## config.mk

```make
export PLATFORM = sky130hd
export DESIGN_NAME = quadrature_decoder
export DESIGN_NICKNAME = d
export VERILOG_FILES = /design/src/rtl/quadrature_decoder.sv
export SDC_FILE = /design/constraint.sdc
export NUM_CORES = 1
export LEC_CHECK = 0
export CAP_MARGIN = 5
export CORE_ASPECT_RATIO = 0.6
export CORE_MARGIN = 1
export CORE_UTILIZATION = 50
export DETAILED_ROUTE_END_ITERATION = 16
export PLACE_DENSITY_LB_ADDON = 0.3
export SKIP_LAST_GASP = 1
export SYNTH_ARGS = -nofsm -noshare
export SYNTH_HDL_FRONTEND = slang
export SYNTH_SLANG_ARGS = --single-unit
```

## constraint.sdc

```tcl
create_clock -name clk -period 4.1 [get_ports clk]
set_clock_uncertainty 0.1 [all_clocks]
set_input_delay 0.41 -clock clk [delete_from_list [all_inputs] [get_ports clk]]
set_output_delay 0.41 -clock clk [all_outputs]
set_load 0.05 [all_outputs]
```

## src/rtl/quadrature_decoder.sv

```systemverilog
// Quadrature A/B decoder with 4x up/down position counter, illegal-transition flag and min/max flags.
// Optional glitch filter compiled in with QUAD_GLITCH_FILTER_EN.
module quadrature_decoder #(
  parameter int unsigned N    = 16,
  parameter int unsigned FILT = 4
) (
  input  logic         clk,
  input  logic         reset_n,
  input  logic         quad_a,
  input  logic         quad_b,
  input  logic         en,
  input  logic         syn_clr,
  input  logic         load,
  input  logic [N-1:0] d,
  input  logic         err_clr,
  output logic [N-1:0] pos,
  output logic         dir,
  output logic         step,
  output logic         err,
  output logic         max_flag,
  output logic         min_flag
);

  localparam logic [0:0] ST_INIT = 1'b0;
  localparam logic [0:0] ST_RUN  = 1'b1;

  // Init counter is sized for the longest (filtered) fill so both builds share one width
  localparam int unsigned INIT_W = $clog2(FILT + 3);
`ifdef QUAD_GLITCH_FILTER_EN
  localparam int unsigned INIT_LEN = 2 + FILT;
`else
  localparam int unsigned INIT_LEN = 2;
`endif

  logic [1:0] sync1_q;
  logic [1:0] sync2_q;
  logic [1:0] ab_c;

  always_ff @(posedge clk or negedge reset_n) begin
    if (!reset_n) begin
      sync1_q <= 2'b00;
      sync2_q <= 2'b00;
    end else begin
      sync1_q <= {quad_a, quad_b};
      sync2_q <= sync1_q;
    end
  end

`ifdef QUAD_GLITCH_FILTER_EN
  localparam int unsigned FCNT_W = (FILT > 1) ? $clog2(FILT) : 1;

  logic [1:0]        filt_q;
  logic [1:0]        filt_d;
  logic [FCNT_W-1:0] fcnt_q;
  logic [FCNT_W-1:0] fcnt_d;

  // Accept a new phase pair only after it has differed for FILT consecutive edges
  always_comb begin
    filt_d = filt_q;
    fcnt_d = '0;
    if (sync2_q != filt_q) begin
      if (fcnt_q == FCNT_W'(FILT - 1)) begin
        filt_d = sync2_q;
      end else begin
        fcnt_d = fcnt_q + FCNT_W'(1);
      end
    end
  end

  always_ff @(posedge clk or negedge reset_n) begin
    if (!reset_n) begin
      filt_q <= 2'b00;
      fcnt_q <= '0;
    end else begin
      filt_q <= filt_d;
      fcnt_q <= fcnt_d;
    end
  end

  assign ab_c = filt_q;
`else
  assign ab_c = sync2_q;
`endif

  logic [0:0]        state_q;
  logic [0:0]        state_d;
  logic [INIT_W-1:0] init_cnt_q;
  logic [INIT_W-1:0] init_cnt_d;
  logic [1:0]        prev_q;
  logic [1:0]        prev_d;
  logic [N-1:0]      pos_q;
  logic [N-1:0]      pos_d;
  logic              dir_q;
  logic              dir_d;
  logic              step_q;
  logic              step_d;
  logic              err_q;
  logic              err_d;

  logic up_c;
  logic dn_c;
  logic ill_c;

  // Gray decode of prev -> cur: up is 00->01->11->10->00, two-bit change is illegal
  always_comb begin
    up_c  = 1'b0;
    dn_c  = 1'b0;
    ill_c = 1'b0;
    case ({prev_q, ab_c})
      4'b00_01, 4'b01_11, 4'b11_10, 4'b10_00: up_c  = 1'b1;
      4'b00_10, 4'b10_11, 4'b11_01, 4'b01_00: dn_c  = 1'b1;
      4'b00_11, 4'b11_00, 4'b01_10, 4'b10_01: ill_c = 1'b1;
      default: ;
    endcase
  end

  always_comb begin
    state_d    = state_q;
    init_cnt_d = init_cnt_q;
    prev_d     = prev_q;
    dir_d      = dir_q;
    step_d     = 1'b0;
    err_d      = err_clr ? 1'b0 : err_q;
    pos_d      = pos_q;

    case (state_q)
      ST_INIT: begin
        if (init_cnt_q == INIT_W'(INIT_LEN)) begin
          prev_d  = ab_c;
          state_d = ST_RUN;
        end else begin
          init_cnt_d = init_cnt_q + INIT_W'(1);
        end
      end
      ST_RUN: begin
        prev_d = ab_c;
        if (up_c || dn_c) begin
          step_d = 1'b1;
          dir_d  = up_c;
        end
        if (ill_c) begin
          err_d = 1'b1;
        end
      end
      default: state_d = ST_INIT;
    endcase

    // Clear beats load beats count; step/dir still report when overridden
    if (syn_clr) begin
      pos_d = '0;
    end else if (load) begin
      pos_d = d;
    end else if (en && step_d) begin
      pos_d = dir_d ? pos_q + N'(1) : pos_q - N'(1);
    end
  end

  always_ff @(posedge clk or negedge reset_n) begin
    if (!reset_n) begin
      state_q    <= ST_INIT;
      init_cnt_q <= '0;
      prev_q     <= 2'b00;
      pos_q      <= '0;
      dir_q      <= 1'b0;
      step_q     <= 1'b0;
      err_q      <= 1'b0;
    end else begin
      state_q    <= state_d;
      init_cnt_q <= init_cnt_d;
      prev_q     <= prev_d;
      pos_q      <= pos_d;
      dir_q      <= dir_d;
      step_q     <= step_d;
      err_q      <= err_d;
    end
  end

  assign pos      = pos_q;
  assign dir      = dir_q;
  assign step     = step_q;
  assign err      = err_q;
  assign max_flag = &pos_q;
  assign min_flag = ~|pos_q;

endmodule

```

# Word level (Yosys, flattened, before mapping)
# Index checks and enable logic that the tools add are counted.
# word_totals
reg_bits,29
wordCells,56
input_bits,24
out_inout_bits,21
# op_classes
add_sub_neg,3
n_reduce_logical,10
mux,18
eq_ne,14
bitwise,2
# ops
cell,n
2-to-1 mux 16 bit,4
"equality test 4 bit, second input constant",6
"adder 16 x 1 -> 16 bit, second input constant",1
AND reduction 16 bit,1
OR reduction 16 bit,1
"subtractor 16 x 1 -> 16 bit, second input constant",1
"equality test 4 x 3 -> 1 bit, second input constant",3
2-to-1 mux 1 bit,12
OR reduction 4 bit,3
"equality test 4 x 2 -> 1 bit, second input constant",2
"equality test 4 x 1 -> 1 bit, second input constant",1
case mux 2 bit (2 select lines),1
"adder 3 x 1 -> 3 bit, second input constant",1
"equality test 3 x 2 -> 1 bit, second input constant",1
nonzero test 3 bit,1
2-to-1 mux 2 bit,1
"!= test 2 bit, second input constant",1
inverter 1 bit,2
AND reduction 2 bit,1
logical AND 1 bit,1
zero test 1 bit,1
logical OR 1 bit,1

# Logic depth before layout (Yosys ltp)
# Gate-level depths: netlist of run 1.
# depth
depth_word,10
depth_mapped,12

# Worst setup path after synthesis of run 1
# OpenSTA, ideal clock, no wires.
# synth_timing
kind,register -> register
start,"register dir_q, in the netlist dir"
end,"register pos_q[10], in the netlist pos[10]"
stages_incl_launch_ff,12
arrival_ns,2.846
path_buffers,0
setup_time_ns,0.130
path_slack_ns,1.024
cell_sequence,dfrtp_1 a21oi_1 o21ai_0 inv_1 fa_1 a21oi_1 o21ai_0 a21oi_1 o21ai_1 or3b_1 nand4_1 o21ai_0
# synth_between
elab_chain_len,6
# synth_rtl
item,line_no,text
start: declaration,93,logic dir_q;
start signal: assignment,172,dir_q <= dir_d;
2-to-1 mux 1 bit,137,if (up_c || dn_c) begin
2-to-1 mux 1 bit (*),126,case (state_q)
net dir_d,94,logic dir_d;
2-to-1 mux 16 bit (*),154,pos_d = dir_d ? pos_q + N'(1) : pos_q - N'(1);
2-to-1 mux 16 bit (*),153,end else if (en && step_d) begin
2-to-1 mux 16 bit (*),151,end else if (load) begin
2-to-1 mux 16 bit (*),149,if (syn_clr) begin
end signal: assignment,171,pos_q <= pos_d;
end: declaration,91,logic [N-1:0] pos_q;
# Mark *: on every way through the listed nets, which the timed path passes. The rest lies on a longest branch. The select of a mux whose other input is x is not followed.
# A chain may end at the register's enable or synchronous reset.

# Worst setup path in the final report of run 1
# layout_timing
start,"register sync2_q[1], in the netlist ab_c[1]"
end,"register pos_q[10], in the netlist pos[10]"
# layout_between
elab_chain_len,10
word_cells_on_any_way,23
cone_classes,8 x eq/ne; 10 x mux; 5 x reduce/logical
# layout_rtl
item,line_no,text
start: declaration,36,logic [1:0] sync2_q;
start signal: assignment,45,sync2_q <= sync1_q;
equality test 4 x 1 -> 1 bit (tied with other cells),109,"case ({prev_q, ab_c})"
OR reduction 4 bit,109,
2-to-1 mux 1 bit,109,
logical OR 1 bit,137,
2-to-1 mux 1 bit (*),137,
2-to-1 mux 1 bit (*),126,
net dir_d,94,
2-to-1 mux 16 bit (*),154,
2-to-1 mux 16 bit (*),153,
2-to-1 mux 16 bit (*),151,
2-to-1 mux 16 bit (*),149,
# Marked as above.

==> results of run 1 <==
-- cell usage after synthesis, types with 2 or more instances --
library cell	number
mux2_2	2
inv_1	14
a31oi_1	2
o21ai_1	2
clkbuf_1	4
nand2_1	20
a221oi_1	4
buf_2	2
nor2b_1	4
a21oi_1	17
nor2_1	16
ha_1	16
a21o_1	4
and3_1	3
nand3_1	6
a32oi_1	4
xor2_1	8
xnor2_1	11
dfrtp_1	29
nand4_1	6
mux2i_1	4
o211ai_1	2
o21ai_0	14
a21o_2	2
nor4_1	5
o21a_1	2
-- cell usage in the layout (no fill, tap or decap), types with 5 or more instances in the layout --
cell	n
clkdlybuf4s50_1	44
dfrtp_1	29
nand2_1	20
a21oi_1	17
nor2_1	16
ha_1	16
inv_1	14
o21ai_0	14
xnor2_1	11
xor2_1	8
nand4_1	6
nand3_1	6
clkbuf_8	6
nor4_1	5
-- state kept, by name, indices dropped and copies added, names as in the netlist --
name and flops:
pos 16, init_cnt_q 3, ab_c 2, prev_q 2, sync1_q 2, dir 1
err 1, state_q 1, step 1
-- worst max-delay path, cell delays in order (launching register included) --
cell and delay (ns):
dfrtp_1 0.42, xnor2_1 0.23, a21oi_1 0.10, o21ai_0 0.37, inv_1 0.39, fa_1 0.51
a21oi_1 0.25, o21ai_0 0.14, a21oi_1 0.24, o21ai_1 0.14, or3b_1 0.38, nand4_1 0.09
o21ai_0 0.07
-- per-stage QoR --
step           hold WS (ns)   util
5_1_grt               0.261  0.694
4_1_cts               0.246  0.694
3_5_place_dp          0.235  0.663
3_3_place_gp          0.237  0.663
2_1_floorplan        0.0144      -
6_report              0.243  0.694
-- power by group through the flow --
stage	clock (mW)	combinational [mW]	sequential (mW)
2_1_floorplan	0	0.289	0.419
3_3_place_gp	0	0.494	0.347
3_5_place_dp	0	0.500	0.348
4_1_cts	0.315	0.506	0.343
5_1_grt	0.328	0.557	0.348
6_report	0.311	0.508	0.344
-- kinds of logic after synthesis --
family                   synth area share
AND/OR/NAND/NOR                     0.162
AO/OA/AOI/OAI                       0.216
flip-flops                          0.360
buffers and inverters              0.0385
XOR/XNOR                           0.0827
adder cells (fa/ha/maj)             0.109
multiplexers                       0.0311
-- routing by layer --
metal  routed length, um  GRT usage
met1                2420      0.366
met2                2050      0.389
met3                 397     0.0889
met4                  78     0.0805
met5                   0          0
-- layout make-up --
cell class | count | area, um^2 | area share
clock inverters | 1 | 30.0 | 0.0115
well taps | 47 | 58.8 | 0.0225
repair buffers | 45 | 448 | 0.172
flip-flops and latches | 29 | 726 | 0.278
multi-input cells | 171 | 1210 | 0.463
clock buffers | 7 | 86.3 | 0.0331
inverters | 14 | 52.6 | 0.0201
-- path summary, 6_finish.rpt --
path,startpoint,end,slack (ns),cells past startpoint
min,sync1_q[1],ab_c[1],0.24,0
min reg2reg,sync1_q[1],ab_c[1],0.24,0
max in group asynchronous,reset_n,pos[7],3.22,2
max reg2reg,ab_c[1],pos[10],0.54,12
min in group asynchronous,reset_n,step,0.40,2
max,ab_c[1],pos[10],0.54,12
==> run metrics, run 1 <==
status complete, but fails checks; failing checks DRC; max cap viols 0; Inst Count DP just over 300; P_sw ~0.45 mW; Final #Nets 307; Core Rows 17; CP Capture Type flop; Post-synth top flop dfrtp_1; Crit Path Class flop to flop; fill cell count 310; Pint 0.710 mW; initial antenna violation count 0; drc violations 6; final setup margin approximately 0.54 ns; Die W ~84 um; core footprint approximately 0.0038 mm^2; CTS buffer count 5; global-route wire length before repair roughly 8500 um; fin crit share 0.868; IO Count 45; power density over cell area roughly 450 mW/mm^2; Syn Inst Count 220; TritonCTS clock tree yes; CTS resizes 0; DR iter-0 viols between 100 and 150; HP Class flop to flop; pre-CTS setup slack 0.629 ns; Global Route Usage Sum 0.263; clock share of power 0.267; clk root buf clkbuf_8; worst path required time 4.16 ns; Period minus WS final roughly 3.6 ns; Detailed Routing Iterations Pass 1 10; Final Setup Violations 0; number of nets with antenna violations after routing 0; Reg power frac 0.296; largest area contributor in the netlist dfrtp_1; total power 1.16 mW; Seq/Total Area, Yosys 0.360; via-per-instance ratio roughly 5.8; setup bufs post-CTS 0; grt ovf 0; Routability Congestion 0.886; final hold vios 0; clk sink count 29; Synth Cell Area 0.00201 mm^2; n_diodes 0; CTS max path bufs 2; post-DP HPWL approximately 3600 um; port bufs 44; leakage approximately 1.2 nW; Finished Layout Cells between 300 and 400; Crit Path Max Fanout 15; worst IR drop on VDD approximately 0.27 mV; asr flop ratio synth 1.00; initial core utilization 0.535; critical path launch point type flop; DR vias around 1800; Total Wirelength between 4000 and 5000 um; Data arrival, critical path about 3.6 ns; FMAX between 0.2 and 0.3 GHz; Synth top area share 0.360; final instance area 0.00261 mm^2; synth top area cells dfrtp_1 (36%), ha_1 (9.9%), xnor2_1 (4.8%), a21oi_1 (4.2%), nand2_1 (3.7%); flops & latches, synth 29; Worst Max-Slew Pin Slew roughly 0.95 ns; CTS Hold Buffers Added 0; max_slew headroom 0.366; via count of the first global-routing pass about 1800; Cell variety after synth between 40 and 50; clock latency at the later pin of the worst-skew pair 0.29 ns; Max Slew Vio Count 0; Worst-path clk slew 0.06 ns; Combinational Power Share 0.437; unrepaired setup endpoints after global routing false; # H-tree levels 2; synth-to-layout area growth 29.7%; Mapped Avg Cell Area around 9.2 um^2; final setup TNS 0 ns; Ys Warns 0; die area approximately 0.0043 mm^2; Die Y about 51 um; share of cells above drive strength 1 0.0674; maximum number of pins on one net before global-route repair 30; dpl cell area about 0.0025 mm^2; EDFF count, synth 0; Post-Syn Nets 261; Sw Ratio 0.389; Avg WL per Cell between 15 and 20 um
(Power assumes the default switching activity.)
==> inputs of run 2 (changes only) <==
--- a/config.mk
+++ b/config.mk
@@ -7,9 +7,10 @@
 export LEC_CHECK = 0
 export CAP_MARGIN = 5
 export CORE_ASPECT_RATIO = 0.6
-export CORE_MARGIN = 1
+export CORE_MARGIN = 2
 export CORE_UTILIZATION = 50
 export DETAILED_ROUTE_END_ITERATION = 16
+export GPL_ROUTABILITY_DRIVEN = 0
 export PLACE_DENSITY_LB_ADDON = 0.3
 export SKIP_LAST_GASP = 1
 export SYNTH_ARGS = -nofsm -noshare
==> run 2 against run 1 <==
Effect of this change:
- the flow now finishes without violations
- critical path type unchanged
- non-clock buffer count unchanged
- setup slack worse by 0.017 ns
- count of clock-buffer cells in the layout shrank 1
- via count unchanged
- register-to-register slack worse by 0.02 ns
- critical path depth did not move
- hold slack gained 0.010 ns
- sequential power hardly changed
- wire length grew 4.1%
- cell count is the same
==> run metrics, run 2 (synthesis results as in run 1) <==
Avg WL per Cell 16.4 um (+4.1%); clock latency at the later pin of the worst-skew pair 0.29 ns (about the same); total power 1.17 mW (+0.61%); CTS Hold Buffers Added 0 (unchanged); Max Slew Vio Count 0 (unchanged); fill cell count 315 (+1.6%); CTS max path bufs 2 (unchanged); Hold Path Cell Cnt 0 (unchanged); Data arrival, critical path 3.64 ns (+0.02 ns); synth-to-layout area growth 29.9%; Reg2Reg Depth 12 (unchanged); n_diodes 0 (unchanged); clk sink count 29 (unchanged); die area 0.00457 mm^2 (+6.4%); IO Count 45 (unchanged); CTS resizes 0 (unchanged); fin crit share 0.873 (+0.00420); initial core utilization 0.535 (unchanged); port bufs 44 (unchanged); worst IR drop on VDD 0.293 mV (+9.8%); drc violations 0 (-6); Die Y 53.2 um (+3.9%); Finished Layout Cells 314 (unchanged); initial antenna violation count 0 (unchanged); via-per-instance ratio 5.83 (unchanged); post-DP HPWL 3710 um (+2.0%); Period minus WS final 3.58 ns (+0.0172 ns); power density over cell area 447 mW/mm^2 (+0.47%); status finished clean; Core Rows 17 (unchanged); Die W 85.9 um (+2.4%); global-route wire length before repair 8640 um (+1.5%); Total Wirelength 5150 um (+4.1%); Inst Count DP 306 (unchanged); critical path launch point type flop; core footprint 0.00376 mm^2 (unchanged); clk root buf clkbuf_8; Sequential Area 726 um^2 (unchanged); DR vias 1832 (unchanged); Crit Path Max Fanout 15 (unchanged); Global Route Usage Sum 0.255 (-0.00837); area of the multi-input gates 0.00121 mm^2 (unchanged); Worst Max-Slew Pin Slew 0.874 ns (-0.0741 ns); via count of the first global-routing pass 1713 (-2.2%); Detailed Routing Iterations Pass 1 4 (-6); final setup TNS 0 ns (unchanged); setup bufs post-CTS 0 (unchanged); CTS buffer count 5 (unchanged); commonest cells after routing, fill and taps aside clkdlybuf4s50_1 (44), dfrtp_1 (29), nand2_1 (20); max cap viols 0 (unchanged); grt ovf 0 (unchanged); commonest non-fill, non-tap cell in the layout clkdlybuf4s50_1; DR iter-0 viols 164 (+29%); HP Class flop to flop; share of cells above drive strength 1 0.0712 (+0.00375); number of nets with antenna violations after routing 0 (unchanged); max_slew headroom 0.416 (+0.0495); Crit Path Class flop to flop; Final #Nets 307 (unchanged); FMAX 0.280 GHz (-0.48%); CP Capture Type flop; # H-tree levels 2 (unchanged); Largest register FFs 16 (unchanged); leakage 1.15 nW (about the same); unrepaired setup endpoints after global routing false; TritonCTS clock tree yes; worst path required time 4.16 ns (about the same); final hold vios 0 (unchanged); maximum number of pins on one net before global-route repair 24 (-20%); Final Setup Violations 0 (unchanged); Worst-path clk slew 0.07 ns (about the same)
## run 2: changes by cell type in the layout (fill, tap and decap cells not counted)
cell | before | now
clkinvlp_4 | 0 | 1
clkbuf_1 | 1 | 0
## run 2: critical path: stages (launching register included)
cell and delay, ns:
dfrtp_1 0.42, xnor2_1 0.22, a21oi_1 0.09, o21ai_0 0.35, inv_1 0.38, fa_1 0.50, a21oi_1 0.29, o21ai_0 0.15
a21oi_1 0.25, o21ai_1 0.14, or3b_1 0.38, nand4_1 0.10, o21ai_0 0.09
## run 2: layer usage
layer	global-route usage	share of wire	up-vias
met5	0	0	-
met4	0.0873	0.011	0
met3	0.0593	0.11	6
met2	0.367	0.40	90
met1	0.374	0.48	844
li1	-	-	892
## run 2: worst paths after layout
path                            start       to  slack, ns
max reg2reg                   ab_c[1]  pos[10]       0.52
max in group asynchronous     reset_n  pos[11]       2.88
min                        sync1_q[0]  ab_c[0]       0.25
max                           ab_c[1]  pos[10]       0.52
min in group asynchronous     reset_n   pos[7]       0.36
min reg2reg                sync1_q[0]  ab_c[0]       0.25
## run 2: per-stage QoR
step	setup WS [ns]	cell area [um^2]	utilization	hold WS [ns]
after global routing	0.147	2620	0.695	0.258
after global placement	0.771	2490	0.663	0.239
after CTS	0.547	2620	0.695	0.256
after detailed placement	0.666	2490	0.663	0.242
final	0.522	2620	0.695	0.253
after floorplan	1.02	2010	-	0.0144
## run 2: power by group
part           total (mW)  switching [mW]  internal, mW
Clock               0.315           0.117         0.197
Combinational       0.511           0.310         0.201
Sequential          0.344          0.0332         0.311
## run 2: cell type report
class / instances / share of cell area
Clock buffer: 6 / 0.0316
Clock inverter: 2 / 0.0144
Inverter: 14 / 0.0201
Multi-Input combinational cell: 171 / 0.463
Sequential cell: 29 / 0.278
Tap cell: 47 / 0.0225
Timing Repair Buffer: 45 / 0.171
==> inputs of run 3 (changes only) <==
--- a/config.mk
+++ b/config.mk
@@ -8,7 +8,7 @@
 export CAP_MARGIN = 5
 export CORE_ASPECT_RATIO = 0.6
 export CORE_MARGIN = 2
-export CORE_UTILIZATION = 50
+export CORE_UTILIZATION = 35
 export DETAILED_ROUTE_END_ITERATION = 16
 export GPL_ROUTABILITY_DRIVEN = 0
 export PLACE_DENSITY_LB_ADDON = 0.3
==> run 3 against run 2 <==
Effect of this change:
- first-iteration DRC count shrank 44%
- power fell by 1.2%
- clock power shrank 2%
- wire length down 0.91%
- cell count grew 11%
- die area grew 40%
- via count decreased by 4.6%
- maximum frequency increased by 4.2%
- flip-flop and latch count unchanged
- count of clock-buffer cells in the layout rose by 1
- sequential share of layout area shrank 0.39 points
- largest cell class unchanged
- largest power group unchanged
==> run metrics, run 3 (synthesis results as in run 1) <==
share of cells above drive strength 1 0.0674 (-0.00375); status finished clean; max cap viols 0 (unchanged); global-route wire length before repair 8620 um (-0.23%); maximum number of pins on one net before global-route repair 30 (+25%); area of the multi-input gates 0.00121 mm^2 (unchanged); grt ovf 0 (unchanged); Max Slew Vio Count 0 (unchanged); n_diodes 0 (unchanged); total power 1.16 mW (-1.2%); drc violations 0 (unchanged); CTS buffer count 5 (unchanged); DR iter-0 viols 92 (-44%); Avg WL per Cell 14.7 um (-10%); worst IR drop on VDD 0.146 mV (-50%); Crit Path Max Fanout 15 (unchanged); Core Rows 21 (+4); port bufs 44 (unchanged); HP Class flop to flop; Worst Min Path Start sync1_q[0]; Crit Path Class flop to flop; Data arrival, critical path 3.49 ns (-0.15 ns); fill cell count 564 (+79%); Largest register FFs 16 (unchanged); FMAX 0.291 GHz (+4.2%); setup bufs post-CTS 0 (unchanged); CP Capture Type flop; Worst Max-Slew Pin Slew 0.893 ns (+0.0194 ns); clk sink count 29 (unchanged); initial antenna violation count 0 (unchanged); CTS max path bufs 2 (unchanged); Total Wirelength 5100 um (-0.91%); via-per-instance ratio 5.03 (-14%); final instance area 0.00265 mm^2 (+1.4%); post-DP HPWL 3930 um (+5.9%); fin crit share 0.838 (-0.0350); number of nets with antenna violations after routing 0 (unchanged); final setup margin 0.666 ns (+0.143 ns); synth-to-layout area growth 31.8%; commonest non-fill, non-tap cell in the layout clkdlybuf4s50_1; power density over cell area 436 mW/mm^2 (-2.6%); initial core utilization 0.361 (-0.173); core footprint 0.00557 mm^2 (+48%); via count of the first global-routing pass 1740 (+1.6%); die area 0.00639 mm^2 (+40%); leakage 1.15 nW (about the same); critical path launch point ab_c[1]; CTS Hold Buffers Added 0 (unchanged); Worst-path clk slew 0.06 ns (about the same); final setup TNS 0 ns (unchanged); max_slew headroom 0.403 (-0.0130); TritonCTS clock tree yes; Sequential Area 726 um^2 (unchanged); Detailed Routing Iterations Pass 1 4 (unchanged); dpl cell area 0.00254 mm^2 (+1.7%); IO Count 45 (unchanged); DR vias 1747 (-4.6%); # H-tree levels 2 (unchanged); commonest cells after routing, fill and taps aside clkdlybuf4s50_1 (44), dfrtp_1 (29), nand2_1 (20); Final Setup Violations 0 (unchanged); Final #Nets 307 (unchanged); critical path launch point type flop; clock latency at the later pin of the worst-skew pair 0.28 ns (about the same); unrepaired setup endpoints after global routing false; worst path required time 4.16 ns (about the same); Die Y 62.7 um (+18%); clk root buf clkbuf_8; RR Startpoint ab_c[1]; Die W 102 um (+19%); CTS resizes 0 (unchanged); Period minus WS final 3.43 ns (-0.143 ns); final hold vios 0 (unchanged); pre-CTS setup slack 0.688 ns (+0.0224 ns); Global Route Usage Sum 0.171 (-0.0839)
[run 3: path summary, 6_finish.rpt]
check,slack [ns],endpoint,cells past startpoint
max,0.67,pos[10],12
min,0.25,ab_c[0],0
max reg2reg,0.67,pos[10],12
min reg2reg,0.25,ab_c[0],0
max in group asynchronous,3.21,prev_q[1],2
min in group asynchronous,0.41,dir,2
[run 3: cell type report]
| class | count | share of cell area |
|---|---|---|
| clock buffer | 7 | 0.0325 |
| clock inverter | 1 | 0.0113 |
| inverter | 14 | 0.0198 |
| multi-input combinational | 171 | 0.456 |
| sequential | 29 | 0.274 |
| tap | 80 | 0.0377 |
| timing repair buffer | 45 | 0.169 |
[run 3: per-layer routing]
layer / part of all wire / GRT usage / vias up / wire [um]
met3: 0.062 / 0.0470 / 4 / 315
met2: 0.39 / 0.241 / 49 / 2000
met4: 0.0051 / 0.0333 / 0 / 26
met5: 0 / 0 / - / 0
met1: 0.54 / 0.261 / 805 / 2760
li1: - / - / 889 / -
[run 3: critical path, cell delays in order (launching register included)]
cell and delay [ns]:
dfrtp_1 0.41, xnor2_1 0.20, a21oi_1 0.09, o21ai_0 0.35
inv_1 0.36, fa_1 0.50, a21oi_1 0.23, o21ai_0 0.13
a21oi_1 0.26, o21ai_1 0.14, or3b_1 0.38, nand4_1 0.09
o21ai_0 0.07
[run 3: power by group]
| group | switching, mW | leakage [nW] | internal [mW] |
|---|---|---|---|
| Clock | 0.111 | 0.0585 | 0.198 |
| Sequential | 0.0347 | 0.360 | 0.311 |
| Combinational | 0.302 | 0.732 | 0.200 |
[run 3: per-stage QoR]
step / hold slack, ns / utilization / std cells
3_5_place_dp: 0.236 / 0.455 / 339
3_3_place_gp: 0.233 / 0.455 / 339
6_report: 0.249 / 0.476 / 347
5_1_grt: 0.259 / 0.476 / 347
4_1_cts: 0.250 / 0.476 / 347
2_1_floorplan: 0.0144 / - / 220
